===== config.mk =====
export PLATFORM = sky130hd
export DESIGN_NAME = mining_controller
export DESIGN_NICKNAME = d
export VERILOG_FILES = /design/src/rtl/mining_controller.sv
export SDC_FILE = /design/constraint.sdc
export NUM_CORES = 2
export LEC_CHECK = 0
export ABC_AREA = 1
export CAP_MARGIN = 25
export CELL_PAD_IN_SITES_DETAIL_PLACEMENT = 2
export CELL_PAD_IN_SITES_GLOBAL_PLACEMENT = 2
export CORE_AREA = 2 2 759 761
export CTS_CLUSTER_DIAMETER = 40
export DETAILED_ROUTE_END_ITERATION = 8
export DIE_AREA = 0 0 761 763
export PLACE_DENSITY = 0.55
export SYNTH_ARGS = -nofsm -noshare
export SYNTH_HDL_FRONTEND = slang
export SYNTH_SLANG_ARGS = --single-unit

===== constraint.sdc =====
create_clock -name clk -period 6.9 [get_ports clk]
set_input_delay 1.38 -clock clk [delete_from_list [all_inputs] [get_ports clk]]
set_output_delay 1.38 -clock clk [all_outputs]
set_load 0.005 [all_outputs]

===== src/rtl/mining_controller.sv =====
// Nonce-sweep controller that drives an external double-SHA-256 core and compares digests to target.
// Define MINER_TIMEOUT_EN to add a core watchdog (TIMEOUT state, error flag).
module mining_controller #(
    parameter int unsigned TIMEOUT_CYCLES = 4096
) (
    input  logic         clk,
    input  logic         rst_n,
    input  logic         start,
    input  logic         abort,
    input  logic [639:0] header_in,
    input  logic [31:0]  nonce_start,
    input  logic [31:0]  nonce_end,
    input  logic [255:0] target,
    output logic         core_start,
    output logic [639:0] core_header,
    input  logic         core_done,
    input  logic [255:0] core_hash,
    output logic         busy,
    output logic         done,
    output logic         found,
    output logic [31:0]  nonce_out,
    output logic [31:0]  hash_count,
    output logic         error
);

`ifdef MINER_TIMEOUT_EN
    typedef enum logic [2:0] {StIdle, StIssue, StWait, StCheck, StFinish, StTimeout} state_e;
`else
    typedef enum logic [2:0] {StIdle, StIssue, StWait, StCheck, StFinish} state_e;
`endif

    state_e         state_q, state_d;
    logic [607:0]   hdr_q;
    logic [31:0]    nonce_q, end_q;
    logic [255:0]   target_q, hash_q;
    logic           hit, accept, capture, advance, win, aborting;

    // The nonce field of the incoming header is replaced by the sweep nonce.
    logic [31:0] unused_nonce_field;
    assign unused_nonce_field = header_in[31:0];

    assign hit      = (hash_q <= target_q);
    assign aborting = abort && (state_q != StIdle);
    assign accept   = (state_q == StIdle)  && (state_d == StIssue);
    assign capture  = (state_q == StWait)  && (state_d == StCheck);
    assign advance  = (state_q == StCheck) && (state_d == StIssue);
    assign win      = (state_q == StCheck) && (state_d == StFinish) && hit;

`ifdef MINER_TIMEOUT_EN
    logic [31:0] wait_cnt_q;
    logic        wait_expired;

    assign wait_expired = (wait_cnt_q == TIMEOUT_CYCLES - 1);

    // Cleared whenever outside WAIT, so every WAIT entry starts from zero.
    always_ff @(posedge clk or negedge rst_n) begin
        if (!rst_n) begin
            wait_cnt_q <= '0;
        end else if (state_q != StWait) begin
            wait_cnt_q <= '0;
        end else begin
            wait_cnt_q <= wait_cnt_q + 32'd1;
        end
    end

    always_ff @(posedge clk or negedge rst_n) begin
        if (!rst_n) begin
            error <= 1'b0;
        end else if (accept) begin
            error <= 1'b0;
        end else if (state_d == StTimeout) begin
            error <= 1'b1;
        end
    end
`else
    logic [31:0] unused_timeout;
    assign unused_timeout = TIMEOUT_CYCLES;
    assign error          = 1'b0;
`endif

    always_comb begin
        state_d = state_q;
        unique case (state_q)
            StIdle:  if (start && !abort) state_d = StIssue;
            StIssue: state_d = StWait;
            StWait: begin
                if (core_done) state_d = StCheck;
`ifdef MINER_TIMEOUT_EN
                else if (wait_expired) state_d = StTimeout;
`endif
            end
            StCheck: state_d = (hit || nonce_q == end_q) ? StFinish : StIssue;
            default: state_d = StIdle;
        endcase
        // Abort outranks core_done and the CHECK outcome.
        if (aborting) state_d = StIdle;
    end

    always_ff @(posedge clk or negedge rst_n) begin
        if (!rst_n) begin
            state_q     <= StIdle;
            hdr_q       <= '0;
            nonce_q     <= '0;
            end_q       <= '0;
            target_q    <= '0;
            hash_q      <= '0;
            core_start  <= 1'b0;
            core_header <= '0;
            busy        <= 1'b0;
            done        <= 1'b0;
            found       <= 1'b0;
            nonce_out   <= '0;
            hash_count  <= '0;
        end else begin
            state_q    <= state_d;
            busy       <= (state_d != StIdle);
            core_start <= (state_d == StIssue);
`ifdef MINER_TIMEOUT_EN
            done       <= (state_d == StFinish) || (state_d == StTimeout);
`else
            done       <= (state_d == StFinish);
`endif
            if (accept) begin
                hdr_q       <= header_in[639:32];
                end_q       <= nonce_end;
                target_q    <= target;
                nonce_q     <= nonce_start;
                hash_count  <= '0;
                found       <= 1'b0;
                core_header <= {header_in[639:32], nonce_start};
            end
            if (capture) begin
                hash_q     <= core_hash;
                hash_count <= hash_count + 32'd1;
            end
            if (advance) begin
                nonce_q     <= nonce_q + 32'd1;
                core_header <= {hdr_q, nonce_q + 32'd1};
            end
            if (win) begin
                found     <= 1'b1;
                nonce_out <= nonce_q;
            end
            if (aborting) found <= 1'b0;
        end
    end

endmodule

Word-level counts from Yosys, hierarchy flattened
Cells that the tools add are included.
{ "totals": {"regBits": 1895, "latchBits": 0, "mem_bits_rw": 0, "mem_bits_ro": 0, "inputBits": 1221, "output_inout_bits": 709, "elab_cells": 52, "n_memories": 0} }
{ "classes": {"addsub": 2, "n_mul": 0, "div_mod_pow": 0, "order_cmp": 1, "n_eq_ne": 7, "shift": 0, "muxes": 14, "bitwise": 0, "n_reduce_logical": 15} }
{ "op_table": {"columns": ["cell", "n"], "rows": [
  ["640-bit two-way mux", 2],
  ["256-bit less-or-equal comparator", 1],
  ["32-bit two-way mux", 4],
  ["32-bit by 1-bit adder with 32-bit output (second input constant)", 2],
  ["32-bit == test", 1],
  ["3-bit two-way mux", 4],
  ["3-bit case mux with 4 select lines", 1],
  ["3-bit by 2-bit == test with 1-bit output (second input constant)", 3],
  ["3-bit nonzero test", 3],
  ["1-bit logical AND", 7],
  ["3-bit by 1-bit == test with 1-bit output (second input constant)", 2],
  ["2-bit nonzero test", 2],
  ["3-bit == test (second input constant)", 1],
  ["3-bit logical NOT", 1],
  ["1-bit two-way mux", 3],
  ["1-bit logical NOT", 1],
  ["1-bit logical OR", 1]
]} }

Logic depth before layout (Yosys ltp)
{ "logic_depth": {"word_depth": 10, "depth_mapped": 28, "depth_no_buf": 27} }

Worst setup path before layout
Ideal clock, no wire load.
{ "synth_path": {"kind": "in2reg", "startpoint": "input port abort", "endpoint": "register core_header[269]", "arrival_time_ns": 2.638, "path_slack_ns": 4.145, "cell_stages": 8, "n_path_buf": 2, "cell_sequence": "inv_1 > nand4_1 > nand4_4 > buf_2 > buf_1 > nand2_1 > nand3_1 > nand2_1"} }
{ "synth_via": {"elab_chain_len": 8} }
{ "synth_rtl": {"columns": ["item", "line", "source"], "rows": [
  ["from (decl)", "9", "input logic abort,"],
  ["1-bit logical NOT", "84", "StIdle: if (start && !abort) state_d = StIssue;"],
  ["1-bit logical AND", "84", null],
  ["3-bit two-way mux", "84", null],
  ["3-bit case mux with 4 select lines", "83", "unique case (state_q)"],
  ["3-bit two-way mux (*)", "96", "if (aborting) state_d = StIdle;"],
  ["3-bit by 1-bit == test with 1-bit output (*)", "44, 46", null],
  ["1-bit logical AND, on equally long branches", "46, 44", null],
  ["640-bit two-way mux or 2-bit nonzero test (tied branches)", null, null],
  ["to (signal assigned)", "130", "core_header <= {header_in[639:32], nonce_start};"],
  ["to (signal assigned)", "138", "core_header <= {hdr_q, nonce_q + 32'd1};"],
  ["to (decl)", "15", "output logic [639:0] core_header,"]
]} }
Every way passes the cells marked *; elsewhere a longest branch is shown, timed or not.
A chain may end at the register's enable or synchronous reset.

Worst setup path after layout
{ "layout_path": {"startpoint": "register target_q[253]", "endpoint": "register nonce_out[9]"} }
{ "layout_via": {"elab_chain_len": 8} }
{ "layout_rtl": {"columns": ["item", "line", "source"], "rows": [
  ["from (decl)", "35", "logic [255:0] target_q, hash_q;"],
  ["from (signal assigned)", "126", "target_q <= target;"],
  ["256-bit less-or-equal comparator (*)", "42", "assign hit = (hash_q <= target_q);"],
  ["1-bit logical OR", "92", "StCheck: state_d = (hit || nonce_q == end_q) ? StFinish : StIssue;"],
  ["3-bit two-way mux", "92", null],
  ["3-bit case mux with 4 select lines", "83", null],
  ["3-bit two-way mux", "96", null],
  ["3-bit == test", "47", "assign win = (state_q == StCheck) && (state_d == StFinish) && hit;"],
  ["1-bit logical AND", "47", null],
  ["1-bit logical AND (*)", "47", null],
  ["to (signal assigned)", "142", "nonce_out <= nonce_q;"],
  ["to (decl)", "21", "output logic [31:0] nonce_out,"]
]} }
Marked as above.

==> metrics list <==
- Run status: finished, final reports clean
* VDD IR-drop max: 0.267 mV
- Once the floorplan was initialized, standard cells occupied 15.2% of the core.
- Total track usage: 18.3%
- Worst Setup End Kind: register
- The floorplan step set the die height to 763 µm.
- For this run, design rule violations remaining after detail routing come to 0.
- Yosys mapped a number of flops with a built-in enable equal to 0.
- The worst register-to-register path begins at target_q[253].
- Leakage power total: 65.1 nW
- Worst skew pair latency: 1.09 ns
- Total die area: 581000 µm²
- The die is 761 µm wide.
- The synthesized design contains 1863 register bits.
- Routed len/inst: 25.7 µm
- The worst path uses 79.9% of the clock period.
* Final #Nets: 14600
- Final cell count without fillers: 21200
- Synthesis handed over a netlist of 11100 instances.
- Dividing total power by cell area gives a power density of 492 nW/µm².
- In this run, the clock network consumes 37.4% of the power.
* TritonCTS buffer count: 481
- The max-slew violation count was 0.
* Area of the multi-input gates: 31700 µm²
* Final GP Congestion: 0.876
* Final Skew: 0.164 ns
- The synthesized netlist occupies a cell area of 87100 µm².
- In this run the tightest slew margin relative to its limit is 26.4%.
- The worst register-to-register path ends at nonce_out[9].
* Primary flip-flop cell chosen by synthesis mapping: dfrtp_1
* Total of warnings raised by yosys: 0
- Based on the critical path, the design can be clocked at up to 0.181 GHz.
* H-Tree Level Count: 5
- Highest fanout seen on the critical path: 33
- Final worst slack: 1.38 ns
- Clock slew at the register clock pins of the worst setup and hold paths: 0.05 ns
* Number of buffers inserted for hold repair after clock tree synthesis: 0
* Synth Net Count: 12600
- After synthesis, the netlist uses 40 different library cells.
* Post-CTS setup buffers: 0
- TritonCTS built the clock tree.
* Quantity of I/O buffers inserted on ports: 1896
* TNS Setup: 0 ns
- Area added between synthesis and finish: 52.5%
- The detailed router finished its first iteration with 4446 violations.
- A synthesized cell averages 7.84 µm².
- Data arrives at the worst endpoint at 6.33 ns.
* Row cnt: 278
- Of the synthesized area, sequential elements account for 53.5%.
* Io pins: 1930
- For the worst flop-to-flop path, the logic depth is 17.
- For this run, asynchronously set or reset flops after synthesis account for 100%.
- Counting every sink on the clock net gives 1863.
- Before antenna repair, the detailed router went through 5 iterations.
* RSZ-0062 raised after global routing: false
- Final setup violating endpoints: 0
- Final Hold Fails: 0
- For this design the total switching power over the nets is 24.1 mW.
* Internal power summed over all cells: 41.3 mW
* Fraction of layout instances using a drive strength above 1: 7.73%
- No sink is reached through more buffers than the 4 on the longest clock path.
* Number of antenna violations at the first check in global routing: 459
- Entering global routing, the biggest net connects 174 pins.
- Kind of path behind the tightest hold check: input pin to async pin
- Net switching fraction of the power: 36.8%
- The filler cells instantiated in the layout total 65600.
* Placed wire-length estimate after detailed placement: 424 mm
* GRT overflow: 0
- Part of the total power dissipated in combinational logic: 32.5%
- The number of global-route vias before repair was 88900.
* Cell chosen for the clock root: clkbuf_16
* Pin slew with the least headroom to its limit: 1.10 ns
- STA puts the critical path data required time at 7.71 ns.
- Reg2reg setup slack: 1.38 ns
* Antenna Nets Post-Route: 0
- Share of total power in sequential cells: 30.1%
- The worst path needs 5.52 ns of the cycle, external delays included.
* Number of vias per cell after detailed routing: 3.94
- Via count of the routed design: 83400
- STA classifies the critical path startpoint as a register.
- Classification of the worst setup path: register to register
* Footprint of the flip-flops and latches: 46600 µm²
- Pre-CTS setup slack: 1.28 ns
- Maximum capacitance violations: 0
- The first global-routing pass estimated 748 mm of wire.
* Number of cells in the design after placement: 20200
- Total core area: 572000 µm²
* Total wire length after detailed routing: 544 mm
- The number of gates resized after CTS was 0.
[power groups by stage]
stage / Combinational, mW / Sequential (mW) / Clock [mW]
2_1_floorplan: 9.82 / 18.8 / 0
3_3_place_gp: 21.2 / 19.6 / 0
3_5_place_dp: 21.7 / 19.8 / 0
4_1_cts: 21.9 / 19.7 / 25.1
5_1_grt: 24.0 / 20.4 / 25.6
6_report: 21.3 / 19.6 / 24.5
[cells in the final DEF, fill, tap and decap left out, types with 3 or more instances in the layout]
cell type,synthesis,layout
diode_2,0,123
o21a_1,13,13
clkinv_16,0,18
nor3_1,34,34
nand2_1,4664,4662
nor2_1,109,109
clkbuf_16,0,481
buf_12,0,55
nand3_1,755,755
o21bai_1,5,5
a21o_1,3,3
dfrtp_1,1863,1863
nand4_1,45,45
nor4_1,10,10
bufinv_16,0,74
or2_2,8,8
xnor2_1,17,17
clkinv_2,0,96
buf_16,0,3
clkinvlp_4,0,43
ha_1,258,258
xor2_1,44,44
a21oi_1,130,130
clkinv_4,0,14
inv_16,0,8
clkbuf_8,0,98
nor3b_1,7,7
inv_1,1623,1623
inv_2,5,4
buf_4,67,114
inv_6,0,11
clkdlybuf4s50_1,0,1894
clkbuf_1,283,60
o21ai_0,913,913
[state kept, by name, indices dropped and copies added (netlist names)]
| signal | cells |
|---|---|
| done | 1 |
| target_q | 256 |
| hash_count | 32 |
| state_q | 3 |
| hdr_q | 608 |
| core_header | 640 |
| nonce_out | 32 |
| core_start | 1 |
| end_q | 32 |
| hash_q | 256 |
| busy | 1 |
| found | 1 |
[metal layers]
layer	up-vias	wire length, µm	global-route usage [%]	part of all wire [%]
met1	41400	225000	22.1	41
met5	-	2050	0	0.38
met2	2424	239000	28.4	44
met4	324	19100	6.07	3.5
met3	1138	58700	8.87	11
li1	38100	-	-	-
[critical path, cell delays in order (launching register included)]
cell and delay, ns:
dfrtp_1 0.33, inv_1 0.06, ha_1 0.30, nand2_1 0.09, nor3_1 0.53, nand2_1 0.16, nor3_2 0.38, nand4_1 0.25
nor2_1 0.83, nand4_1 0.40, nand2_2 0.25, o21ai_1 0.08, inv_1 0.08, nand2_1 0.09, inv_2 0.52, nand2_4 0.68
nand2_1 0.25, nand2_1 0.07
[cell usage after synthesis (2+ instances only)]
cell type | count | area (µm²)
nor3b_1 | 7 | 52.6
buf_1 | 16 | 60.1
nand4_1 | 45 | 282
clkbuf_1 | 283 | 1060
nor4_2 | 2 | 25.0
a21o_1 | 3 | 22.5
dfrtp_1 | 1863 | 46600
o21bai_1 | 5 | 37.5
nand3_1 | 755 | 3780
xor2_1 | 44 | 385
nor3_1 | 34 | 170
nand2_2 | 3 | 18.8
a21oi_1 | 130 | 651
and3_1 | 2 | 12.5
inv_1 | 1623 | 6090
buf_2 | 191 | 956
or2_2 | 8 | 50.1
nor2_2 | 2 | 12.5
inv_2 | 5 | 18.8
ha_1 | 258 | 3230
clkbuf_4 | 10 | 75.1
nor4_1 | 10 | 62.6
o21ai_0 | 913 | 4570
o21a_1 | 13 | 97.6
nor2_1 | 109 | 409
nand3b_1 | 2 | 15.0
nand2_1 | 4664 | 17500
buf_6 | 5 | 56.3
buf_4 | 67 | 503
nor3_2 | 2 | 20.0
xnor2_1 | 17 | 149
[final cells by class]
type / instances / area share [%]
antenna: 123 / 0.232
clock buffer: 639 / 10.3
clock inverter: 265 / 2.98
inverter: 1629 / 4.62
multi-input combinational: 7035 / 23.8
sequential: 1863 / 35.1
tap: 7560 / 7.13
timing repair buffer: 2066 / 15.8
[cells by family after synthesis]
kind of cell	synth area share, %
buf+inv	10.1
fa+ha+maj	3.71
flops	53.5
other cells	0.00431
xor+xnor	0.614
simple gates	25.8
compound gates	6.19
[stage by stage]
step	power (mW)	instance area [µm²]	hold WS [ns]	utilization, %
finish	65.4	133000	0.259	23.2
global route	70.0	133000	0.200	23.2
CTS	66.7	132000	0.185	23.1
detailed placement	41.5	115000	0.465	20.1
global placement	40.8	115000	0.457	20.1
floorplan	28.6	87100	0.446	-
[worst max path at each step]
stage	start	to	slack [ns]	depth (start not counted)
floorplan	abort	core_header[269]	4.14	8
global placement	hash_q[191]	nonce_out[14]	1.32	18
detailed placement	hash_q[253]	nonce_out[5]	1.28	16
CTS	hash_q[191]	nonce_out[9]	1.23	18
global route	target_q[255]	nonce_out[9]	1.09	17
finish	target_q[253]	nonce_out[9]	1.38	17
Power figures use the tool's default switching activity.
